### config.mk
export PLATFORM = sky130hd
export DESIGN_NAME = value_ascii_streamer
export DESIGN_NICKNAME = d
export VERILOG_FILES = /design/src/rtl/value_ascii_streamer_pkg.sv /design/src/rtl/bin_to_bcd8.sv /design/src/rtl/value_ascii_streamer.sv
export SDC_FILE = /design/constraint.sdc
export NUM_CORES = 1
export LEC_CHECK = 0
export ABC_AREA = 1
export CELL_PAD_IN_SITES_DETAIL_PLACEMENT = 0
export CELL_PAD_IN_SITES_GLOBAL_PLACEMENT = 2
export CORE_ASPECT_RATIO = 1.1
export CORE_UTILIZATION = 25
export DETAILED_ROUTE_END_ITERATION = 7
export PLACE_DENSITY_LB_ADDON = 0.1
export SLEW_MARGIN = 20
export SYNTH_ARGS = -nofsm -noshare
export SYNTH_HDL_FRONTEND = slang
export SYNTH_SLANG_ARGS = --single-unit
### constraint.sdc
create_clock -name i_clk -period 1.4 [get_ports i_clk]
set_input_delay 0.21 -clock i_clk [delete_from_list [all_inputs] [get_ports i_clk]]
set_output_delay 0.21 -clock i_clk [all_outputs]
set_load 0.03 [all_outputs]
### src/rtl/value_ascii_streamer_pkg.sv
// Shared constants, FSM encoding and double-dabble step for value_ascii_streamer.
// VALUE_STREAM_CRLF_EN selects a CR+LF terminator; otherwise LF only.
package value_ascii_streamer_pkg;

  localparam logic [7:0] ASCII_ZERO = 8'h30;
  localparam logic [7:0] ASCII_CR   = 8'h0D;
  localparam logic [7:0] ASCII_LF   = 8'h0A;

  localparam int MAX_FRAME_LEN = 5;
  localparam int BCD_W         = 4;
  localparam int BCD_DIGITS    = 3;
  localparam int IDX_W         = $clog2(MAX_FRAME_LEN);

`ifdef VALUE_STREAM_CRLF_EN
  localparam int TERM_LEN = 2;
`else
  localparam int TERM_LEN = 1;
`endif
  localparam int FRAME_SLOTS = BCD_DIGITS + TERM_LEN;

  typedef enum logic [1:0] {
    ST_IDLE = 2'd0,
    ST_CONV = 2'd1,
    ST_SEND = 2'd2
  } state_e;

  // One double-dabble iteration on {bcd[11:0], bin[7:0]}: add-3 then shift.
  function automatic logic [19:0] dd_step(input logic [19:0] sr);
    logic [19:0] t;
    t = sr;
    for (int i = 0; i < BCD_DIGITS; i++) begin
      if (t[8 + i*BCD_W +: BCD_W] >= 4'd5)
        t[8 + i*BCD_W +: BCD_W] = t[8 + i*BCD_W +: BCD_W] + 4'd3;
    end
    return t << 1;
  endfunction

endpackage

### src/rtl/bin_to_bcd8.sv
// Sequential 8-bit binary to 3-digit BCD converter; the first iteration runs on
// the start edge, so o_done pulses seven cycles later with o_bcd final.
module bin_to_bcd8
  import value_ascii_streamer_pkg::*;
(
  input  logic                          i_clk,
  input  logic                          i_rst,
  input  logic                          i_start,
  input  logic [7:0]                    i_bin,
  output logic                          o_done,
  output logic [BCD_DIGITS*BCD_W-1:0]   o_bcd
);

  logic [19:0] sr_q, sr_d;
  logic [2:0]  cnt_q, cnt_d;
  logic        done_q, done_d;

  always_comb begin
    sr_d   = sr_q;
    cnt_d  = cnt_q;
    done_d = 1'b0;
    if (i_start) begin
      sr_d  = dd_step({12'd0, i_bin});
      cnt_d = 3'd7;
    end else if (cnt_q != 3'd0) begin
      sr_d   = dd_step(sr_q);
      cnt_d  = cnt_q - 3'd1;
      done_d = (cnt_q == 3'd1);
    end
  end

  always_ff @(posedge i_clk) begin
    if (i_rst) begin
      sr_q   <= '0;
      cnt_q  <= '0;
      done_q <= 1'b0;
    end else begin
      sr_q   <= sr_d;
      cnt_q  <= cnt_d;
      done_q <= done_d;
    end
  end

  assign o_done = done_q;
  assign o_bcd  = sr_q[19:8];

endmodule

### src/rtl/value_ascii_streamer.sv
// Streams the decimal ASCII text of i_value over valid/ready whenever it changes.
// Terminator is LF, or CR LF when VALUE_STREAM_CRLF_EN is defined.
//   state   | meaning
//   ST_IDLE | waiting for a stable value that differs from the last one sent
//   ST_CONV | bin_to_bcd8 running, frame built when it reports done
//   ST_SEND | presenting frame bytes, one per accepted handshake
module value_ascii_streamer
  import value_ascii_streamer_pkg::*;
#(
  parameter int LEADING_ZEROS = 1
) (
  input  logic       i_clk,
  input  logic       i_rst,
  input  logic [7:0] i_value,
  input  logic       i_ready,
  output logic [7:0] o_data,
  output logic       o_valid,
  output logic       o_busy
);

  localparam logic [IDX_W-1:0] LAST_IDX = IDX_W'(FRAME_SLOTS - 1);

  state_e                        state_q, state_d;
  logic [7:0]                    s1_q, s1_d, s2_q, s2_d, last_q, last_d;
  logic [1:0]                    fill_q, fill_d;
  logic                          first_q, first_d;
  logic                          busy_q, busy_d, valid_q, valid_d;
  logic [7:0]                    data_q, data_d;
  logic [FRAME_SLOTS-1:0][7:0]   frame_q, frame_d, built;
  logic [IDX_W-1:0]              idx_q, idx_d, first_idx;
  logic                          stable, start, bcd_done;
  logic [BCD_DIGITS*BCD_W-1:0]   bcd;

  bin_to_bcd8 u_bcd (
    .i_clk   (i_clk),
    .i_rst   (i_rst),
    .i_start (start),
    .i_bin   (s2_q),
    .o_done  (bcd_done),
    .o_bcd   (bcd)
  );

  // fill_q keeps the reset-zero sync registers from looking like a real sample.
  assign stable = fill_q[1] && (s1_q == s2_q);

  always_comb begin
    built[0] = ASCII_ZERO + {4'd0, bcd[11:8]};
    built[1] = ASCII_ZERO + {4'd0, bcd[7:4]};
    built[2] = ASCII_ZERO + {4'd0, bcd[3:0]};
`ifdef VALUE_STREAM_CRLF_EN
    built[3] = ASCII_CR;
    built[4] = ASCII_LF;
`else
    built[3] = ASCII_LF;
`endif
    if (LEADING_ZEROS != 0 || bcd[11:8] != 4'd0) first_idx = IDX_W'(0);
    else if (bcd[7:4] != 4'd0)                   first_idx = IDX_W'(1);
    else                                         first_idx = IDX_W'(2);
  end

  always_comb begin
    state_d = state_q;
    s1_d    = i_value;
    s2_d    = s1_q;
    fill_d  = {fill_q[0], 1'b1};
    last_d  = last_q;
    first_d = first_q;
    busy_d  = busy_q;
    valid_d = valid_q;
    data_d  = data_q;
    frame_d = frame_q;
    idx_d   = idx_q;
    start   = 1'b0;
    case (state_q)
      ST_IDLE: begin
        if (stable && (first_q || s2_q != last_q)) begin
          last_d  = s2_q;
          first_d = 1'b0;
          start   = 1'b1;
          busy_d  = 1'b1;
          state_d = ST_CONV;
        end
      end
      ST_CONV: begin
        if (bcd_done) begin
          frame_d = built;
          idx_d   = first_idx;
          data_d  = built[first_idx];
          valid_d = 1'b1;
          state_d = ST_SEND;
        end
      end
      ST_SEND: begin
        if (valid_q && i_ready) begin
          if (idx_q == LAST_IDX) begin
            valid_d = 1'b0;
            busy_d  = 1'b0;
            data_d  = 8'h00;
            state_d = ST_IDLE;
          end else begin
            idx_d  = idx_q + IDX_W'(1);
            data_d = frame_q[idx_q + IDX_W'(1)];
          end
        end
      end
      default: state_d = ST_IDLE;
    endcase
  end

  always_ff @(posedge i_clk) begin
    if (i_rst) begin
      state_q <= ST_IDLE;
      s1_q    <= '0;
      s2_q    <= '0;
      fill_q  <= '0;
      last_q  <= '0;
      first_q <= 1'b1;
      busy_q  <= 1'b0;
      valid_q <= 1'b0;
      data_q  <= 8'h00;
      frame_q <= '0;
      idx_q   <= '0;
    end else begin
      state_q <= state_d;
      s1_q    <= s1_d;
      s2_q    <= s2_d;
      fill_q  <= fill_d;
      last_q  <= last_d;
      first_q <= first_d;
      busy_q  <= busy_d;
      valid_q <= valid_d;
      data_q  <= data_d;
      frame_q <= frame_d;
      idx_q   <= idx_d;
    end
  end

  assign o_data  = data_q;
  assign o_valid = valid_q;
  assign o_busy  = busy_q;

endmodule

==> results.md, run 1 <==
- The run finished, with violations left.
- The final reports fail on DRC, setup timing.
- The length of routed met2 wiring is 4360 um.
- The cell family contributing the most delay on the critical path is simple AND/OR/NAND/NOR gates.
- The worst hold path belongs to the class input port to flip-flop.
- The flip-flop and latch count after synthesis is 75.
- Setup repair after global routing could not meet its margin everywhere.
- The longest clock path from root to sink contains 2 buffers.
- The number of buffers inserted during clock tree synthesis is 9.
- In this run the number of H-tree levels came out at 3.
- The fraction of registers with async set/reset is 0%.
- The detail route stage leaves a number of antenna-violating nets equal to 0.
- In the routed design, unresolved DRC markers number 1.
- The height of the chip is 123 um.
- The overall die area is 13800 um^2.
- The average footprint of a synthesized cell is 7.38 um^2.
- The via count of the first global-routing pass is 2822.
- Entering global routing, the biggest net connects 28 pins.
- The total count of max-transition violations in the final report is 0.
- The count of max-cap constraint violations is 0.
- The overall track demand over capacity in global routing is 13.4%.
- The worst setup path is captured at a flip-flop.
- The total of warnings raised by yosys is 0.
- Leaving out fill and tap cells, the most frequent cell in the layout is sky130_fd_sc_hd__nand2_1.
- Clock tree synthesis selected as its root buffer the cell sky130_fd_sc_hd__clkbuf_16.
- For this run, the leading register cell type out of synthesis is sky130_fd_sc_hd__dfxtp_1.
- The core area is 12800 um^2.
- The cell area after synthesis is 3330 um^2.
- The layout has 1349 filler cells.
- The count of final hold-check violations is 0.
- Counting every sink on the clock net gives 75.
- Setup violations remaining at the end of the flow were counted as 33.
- For the worst setup path, the data required time is 1630 ps.
- The number of vias per cell is 4.32.
- The worst path buffer plus inverter count is 3.
- The count of flip-flops with a built-in enable after synthesis is 0.
- The cell count after synthesis came out at 451.
- The initial standard-cell utilization of the core is 26.0%.
- The later pin in the worst-skew pair is clocked with a latency of 340 ps.
- Dividing the detail-routed wire length by the instance count gives 12.6 um.
- During I/O placement, the number of pins put on the boundary was 21.
- The die width is 112 um.
- The count of unique library cells instantiated by Yosys is 36.
- The final worst-path cycle share is 104%.
- The congestion estimate from routability-driven global placement came to 0.708.
- The total power divided by cell area is 1350 nW/um^2.
- After the last flow step, the layout net total stands at 541.
- The TritonCTS clock tree is yes.
- The clock tree skew after final layout is 5.29 ps.
- Summing the sequential cell areas from Yosys gives 45.1% of the chip area.
- The type of origin of the critical path is a flip-flop.
- The setup slack at placement is -136 ps.
- The setup TNS is -1210 ps.
- The kind of critical path is flip-flop to flip-flop.
- In the layout the commonest cells are sky130_fd_sc_hd__nand2_1, sky130_fd_sc_hd__dfxtp_1, sky130_fd_sc_hd__inv_1.
- The delay of the slowest critical-path stage is 330 ps.
- The first-pass GRT wire length is 13900 um.
- The highest layer used for signal routing is met4.
- In this run the static leakage power is 2.04 nW.
- The design draws 6.37 mW.
- The standard-cell row count is 43.
- The worst hold-check slack is 374 ps.
- The cell with the largest stage delay on the worst path is sky130_fd_sc_hd__dfxtp_2.
- Summed over all nets, wire length on met3 after detailed routing comes to 165 um.
- Based on the critical path, the design can be clocked at up to 684 MHz.
- Setup slack on the critical path of the routed design comes to -62.4 ps.
- The total number of vias is 2941.
- The routed length on met1 is 3840 um.
- The worst ir drop on vdd is 0.464 mV.
- The global route total overflow is 0.
- From synthesis to final layout, the design area changed by 41.8%.
- The post-layout minimum cycle time is 1460 ps.
- Traced cell by cell, the critical path runs through buf_6, xor2_1, nor2_1, nand3_2, nand3_4, buf_6, clkinv_8, nand3_4, nand3_2.
- The number of diodes added for antenna fixing is 0.
- The hold buffer count at cts is 0.
- After clock tree synthesis, the clock-pin slew on the worst setup and hold paths is 60 ps.
- The utilization after layout is 36.8%.
- The initial antenna violation count is 0.
- The estimated wirelength of the detail-placed design is 6010 um.
- The first TritonRoute pass finished after 6 iterations.
- The number of DRC violations after detailed-routing iteration 0 is 97.
- The layout cell share with drive strength beyond 1 is 31.9%.
- For the worst setup path, the data arrival time is 1690 ps.
- The number of port buffers is 18.
- The total wirelength of the detailed-routed design is 8570 um.
- The highest fanout seen on the critical path is 7.
-- cells by family (layout without fill, tap and decap cells) --
logic type | Yosys count | count (layout) | share of synthesized area [%]
xor+xnor | 7 | 7 | 1.84
flops | 75 | 75 | 45.1
mux | 1 | 1 | 0.301
compound gates | 88 | 88 | 14.4
simple gates | 186 | 186 | 23.6
buf+inv | 82 | 154 | 10.5
fa+ha+maj | 11 | 11 | 4.14
other cells | 1 | 2 | 0.113
-- state kept, by name, indices dropped and copies added, names as in the netlist --
| signal | flops |
|---|---|
| u_bcd.sr_q | 19 |
| fill_q | 2 |
| first_q | 1 |
| u_bcd.o_done | 1 |
| s1_q | 8 |
| last_q | 8 |
| s2_q | 8 |
| o_busy | 1 |
| u_bcd.cnt_q | 3 |
| o_valid | 1 |
| frame_q | 13 |
| o_data | 5 |
| idx_q | 3 |
| state_q | 2 |
-- routing by layer --
layer / vias to the layer above / global-route usage, %
met4: 0 / 7.75
met5: - / 0
met3: 15 / 2.40
met1: 1330 / 15.6
li1: 1569 / -
met2: 27 / 23.4
-- tightest hold or removal path: cells and delay by family --
kind | cells | cell delay [ps]
AND/OR/NAND/NOR | 1 | 30
buffers and inverters | 2 | 440
-- cells in the mapped netlist (3+ instances only) --
| master | n | share of area (%) |
|---|---|---|
| sky130_fd_sc_hd__inv_1 | 58 | 6.5 |
| sky130_fd_sc_hd__ha_1 | 11 | 4.1 |
| sky130_fd_sc_hd__clkbuf_1 | 8 | 0.90 |
| sky130_fd_sc_hd__o21a_1 | 3 | 0.68 |
| sky130_fd_sc_hd__a31oi_1 | 6 | 1.1 |
| sky130_fd_sc_hd__a21oi_1 | 31 | 4.7 |
| sky130_fd_sc_hd__nor2_1 | 51 | 5.8 |
| sky130_fd_sc_hd__nand3_2 | 4 | 1.2 |
| sky130_fd_sc_hd__a211oi_1 | 3 | 0.68 |
| sky130_fd_sc_hd__buf_2 | 3 | 0.45 |
| sky130_fd_sc_hd__nand4_1 | 3 | 0.56 |
| sky130_fd_sc_hd__nand2_1 | 97 | 11 |
| sky130_fd_sc_hd__nand3_1 | 24 | 3.6 |
| sky130_fd_sc_hd__xor2_1 | 6 | 1.6 |
| sky130_fd_sc_hd__dfxtp_1 | 75 | 45 |
| sky130_fd_sc_hd__inv_2 | 4 | 0.45 |
| sky130_fd_sc_hd__o21ai_0 | 36 | 5.4 |
| sky130_fd_sc_hd__buf_4 | 4 | 0.90 |
-- metrics by stage --
stage               cells  instance area (um^2)
finish                681                  4720
global route          681                  4720
CTS                   672                  4350
detailed placement    655                  3980
global placement      655                  3980
floorplan             452                  3330
-- layout make-up --
cell class              count  area, um^2  area share, %
clock buffers              11         243           5.14
clock inverters             5        52.6           1.11
inverters                  63         259           5.49
multi-input cells         295        1750           37.2
flip-flops and latches     75        1520           32.3
well taps                 157         196           4.16
repair buffers             74         684           14.5
repair inverters            1        6.26          0.133
-- final timing paths --
kind / from / to / slack, ps / depth (start not counted)
worst max-delay path: s2_q[2]$_SDFF_PP0_ / u_bcd.sr_q[8]$_SDFFE_PP0P_ / -60 / 9
worst min-delay path: i_value[6] / s1_q[6]$_SDFF_PP0_ / 370 / 3
worst max register to register: s2_q[2]$_SDFF_PP0_ / u_bcd.sr_q[8]$_SDFFE_PP0P_ / -60 / 9
worst min register to register: fill_q[0]$_DFF_P_ / fill_q[1]$_SDFF_PP0_ / 410 / 2
-- timing repair --
action | in CTS | in global routing
setup buffers | 0 | 7
pin swaps | 3 | 22
gates cloned | 1 | 2
gates resized for setup | 41 | 84
setup endpoints to repair | 43 | 43
-- power by group --
part	switching, mW	total (mW)	internal, mW
Sequential	0.0984	2.36	2.26
Clock	0.915	2.33	1.42
Combinational	0.909	1.68	0.769
Power figures use the tool's default switching activity.
==> run 2: changes to the inputs <==
- GPL_TIMING_DRIVEN: not set -> 1
==> results of run 2 <==
The final DEF is identical to that of run 1; final timing and power are the same.
==> run 3: changes to the inputs <==
- CORE_ASPECT_RATIO: 1.1 -> not set
==> run 3 against run 2 <==
The run ends with setup timing left; non-clock buffer count decreased by 3; setup slack worse by 19 ps; sequential share of layout area increased by 0.74 points; cell area is 2.1% lower; highest routed layer unchanged; via count up 0.24%.
==> results.md, run 3 (synthesized netlist as in run 1, its figures left out) <==
- The flow ran to the end, but the final reports show violations.
- The checks that failed: setup timing.
- The number of buffers inserted during clock tree synthesis is 9 (unchanged).
- The final worst-path cycle share was 106% (+1.4 points).
- The number of sinks driven by the clock tree is 75 (unchanged).
- The die width is 117 um (+4.8%).
- The average detailed-routed wire length per instance is 12.0 um (-4.5%).
- The worst ir drop on vdd came to 0.466 mV (+0.49%).
- The number of diodes added for antenna fixing was 0 (unchanged).
- The maximum operating frequency is 675 MHz (-1.3%).
- The final weighted congestion in routability-driven placement is 0.726 (+2.6%).
- The post-CTS clock slew at the launch and capture registers of the worst setup and hold paths is 60 ps (about the same).
- The first-pass GRT wire length was 14000 um (+0.79%).
- STA classifies the critical path endpoint as a flip-flop.
- The hold buffer count at cts came to 0 (unchanged).
- The cell area after layout came to 4620 um^2 (-2.1%).
- The largest register by flop count is u_bcd.sr_q.
- The number of instances in the placed design is 672 (+2.6%).
- The highest fanout seen on the critical path is 7 (unchanged).
- The initial antenna violation count is 0 (unchanged).
- The flip-flop count of the largest register after layout is 19 (unchanged).
- The global routing usage on met1 came to 16.6% (+1.1 points).
- The arrival time of data at the critical path endpoint is 1710 ps (+20 ps).
- The post-layout minimum cycle time is 1480 ps (+19.3 ps).
- The layout cell share with drive strength beyond 1 came to 27.3% (-4.6 points).
- The library cells used most frequently in the layout, excluding fill and tap cells, are sky130_fd_sc_hd__nand2_1, sky130_fd_sc_hd__dfxtp_1, sky130_fd_sc_hd__inv_1.
- The boundary pin count is 21 (unchanged).
- The overall die area is 13800 um^2 (about the same).
- The area added between synthesis and finish is 38.7%.
- The global routing usage on met3 is 2.58% (+0.18 points).
- The count of final hold-check violations is 0 (unchanged).
- The global route total overflow is 0 (unchanged).
- The utilization after layout was 36.0% (-0.85 points).
- The reported leakage power is 2.01 nW (-1.2%).
- The path class of the tightest hold or removal check is input port to flip-flop.
- The clock latency at the later pin of the worst-skew pair was 340 ps (about the same).
- The count of max-cap constraint violations came to 0 (unchanged).
- The total number of vias was 2948 (+0.24%).
- The number of detailed-routing iterations run before antenna repair is 4 (-2).
- The data required time of the critical path is 1620 ps (about the same).
- The clock tree skew after final layout is 3.52 ps (-1.78 ps).
- The overall track demand over capacity in global routing is 13.0% (-0.38 points).
- The setup TNS is -1320 ps (-104 ps).
- The number of DRC violations after detailed-routing iteration 0 is 100 (+3.1%).
- The maximum number of pins on one net before global-route repair is 28 (unchanged).
- Setup repair after global routing could not meet its margin everywhere.
- The worst hold-check slack is 376 ps (+1.62 ps).
- TritonCTS built the clock tree.
- The kind of critical path is flip-flop to flip-flop.
- The count of filler cells inserted in the layout is 1386 (+2.7%).
- The initial standard-cell utilization of the core is 26.0% (-0.041 points).
- The number of vias per cell came to 4.26 (-1.4%).
- The core area is 12800 um^2 (+0.16%).
- The number of remaining DRC errors is 0 (-1).
- The height of the chip is 117 um (-4.6%).
- The estimated wirelength of the detail-placed design came to 6040 um (+0.57%).
- The footprint of the multi-input gates was 1690 um^2 (-3.8%).
- The count of final setup violators is 29 (-12%).
- The largest buffer count on any clock path was 2 (unchanged).
- The final non-filler cell total was 692 (+1.6%).
- The total power divided by cell area is 1340 nW/um^2 (-0.64%).
- The total wirelength of the detailed-routed design is 8320 um (-2.9%).
- In this run the clock root is driven by a sky130_fd_sc_hd__clkbuf_16.
- The type of origin of the critical path is a flip-flop.
- The final layout net count is 537 (-0.74%).
- The number of port buffers is 18 (unchanged).
- In the final layout, the registers with the most flip-flops are u_bcd.sr_q: 19 flops, frame_q: 13 flops.
- The final antenna-violating net count was 0 (unchanged).
- The standard-cell row count was 41 (-4.7%).
- The via count of the first global-routing pass is 2813 (-0.32%).
- The number of H-tree branching levels is 3 (unchanged).
- The smallest setup slack after layout is -81.7 ps (-19.3 ps).
- The area of all sequential standard cells is 1520 um^2 (about the same).
- The most common cell after layout, fill and taps aside is sky130_fd_sc_hd__nand2_1.
- The post-placement cell area came to 4040 um^2 (+1.5%).
- The peak-usage layer in the global routing report is met2.
- The total count of max-transition violations in the final report was 0 (unchanged).
- The global routing met2 resource utilization was 20.3% (-3.1 points).
[run 3: changes by cell type in the layout (fill, tap and decap cells not counted), moves of 3 or more]
cell	change
sky130_fd_sc_hd__nand3_2	+3
sky130_fd_sc_hd__nor2_1	+11
sky130_fd_sc_hd__nand3_4	-3
sky130_fd_sc_hd__nand2_1	+6
sky130_fd_sc_hd__nor2_2	-13
sky130_fd_sc_hd__inv_1	+4
sky130_fd_sc_hd__nand2_2	-5
sky130_fd_sc_hd__o21ai_1	+3
[run 3: critical path: stages (launching register included)]
cell and delay [ps]:
sky130_fd_sc_hd__dfxtp_2 330, sky130_fd_sc_hd__buf_6 120, sky130_fd_sc_hd__xor2_1 130, sky130_fd_sc_hd__nor2_1 160
sky130_fd_sc_hd__nand3_2 140, sky130_fd_sc_hd__nand3_4 140, sky130_fd_sc_hd__buf_6 130, sky130_fd_sc_hd__clkinv_8 70
sky130_fd_sc_hd__nand3_4 70, sky130_fd_sc_hd__nand3_2 70
[run 3: worst paths after layout]
check / startpoint / slack, ps / cells after the start / to
worst max-delay path: s2_q[2]$_SDFF_PP0_ / -80 / 9 / u_bcd.sr_q[8]$_SDFFE_PP0P_
worst min-delay path: i_value[2] / 380 / 3 / s1_q[2]$_SDFF_PP0_
worst max register to register: s2_q[2]$_SDFF_PP0_ / -80 / 9 / u_bcd.sr_q[8]$_SDFFE_PP0P_
worst min register to register: fill_q[0]$_DFF_P_ / 400 / 2 / fill_q[1]$_SDFF_PP0_
[run 3: metrics by stage]
step                      total power [mW]  worst slack [ps]
final                                 6.20             -81.7
after global routing                  6.57              -193
after CTS                             6.16             -91.3
after detailed placement              3.75              -162
after global placement                3.76              -129
after floorplan                       3.13              17.9
[run 3: layer usage]
metal  part of all wire (%)  vias to the layer above
met1                     48                     1335
met3                    3.0                       12
met5                      0                        -
met2                     46                       43
li1                       -                     1558
met4                    2.4                        0
[run 3: report_power, final]
group | switching [mW] | total (mW) | internal, mW
clock network | 0.899 | 2.31 | 1.41
logic | 0.833 | 1.52 | 0.686
registers | 0.104 | 2.37 | 2.26
[run 3: final cells by class]
| cell class | instances | area share, % |
|---|---|---|
| clock buffer | 10 | 5.18 |
| clock inverter | 6 | 1.19 |
| inverter | 63 | 5.45 |
| multi-input combinational | 295 | 36.6 |
| sequential | 75 | 33.0 |
| tap | 172 | 4.66 |
| timing repair buffer | 71 | 14.0 |
[run 3: repair_timing]
action | 4_1_cts | 5_1_grt
setup buffers | 1 | 4
endpoints found under the setup margin | 39 | 37
pin swaps | 8 | 22
gates resized for setup | 33 | 63
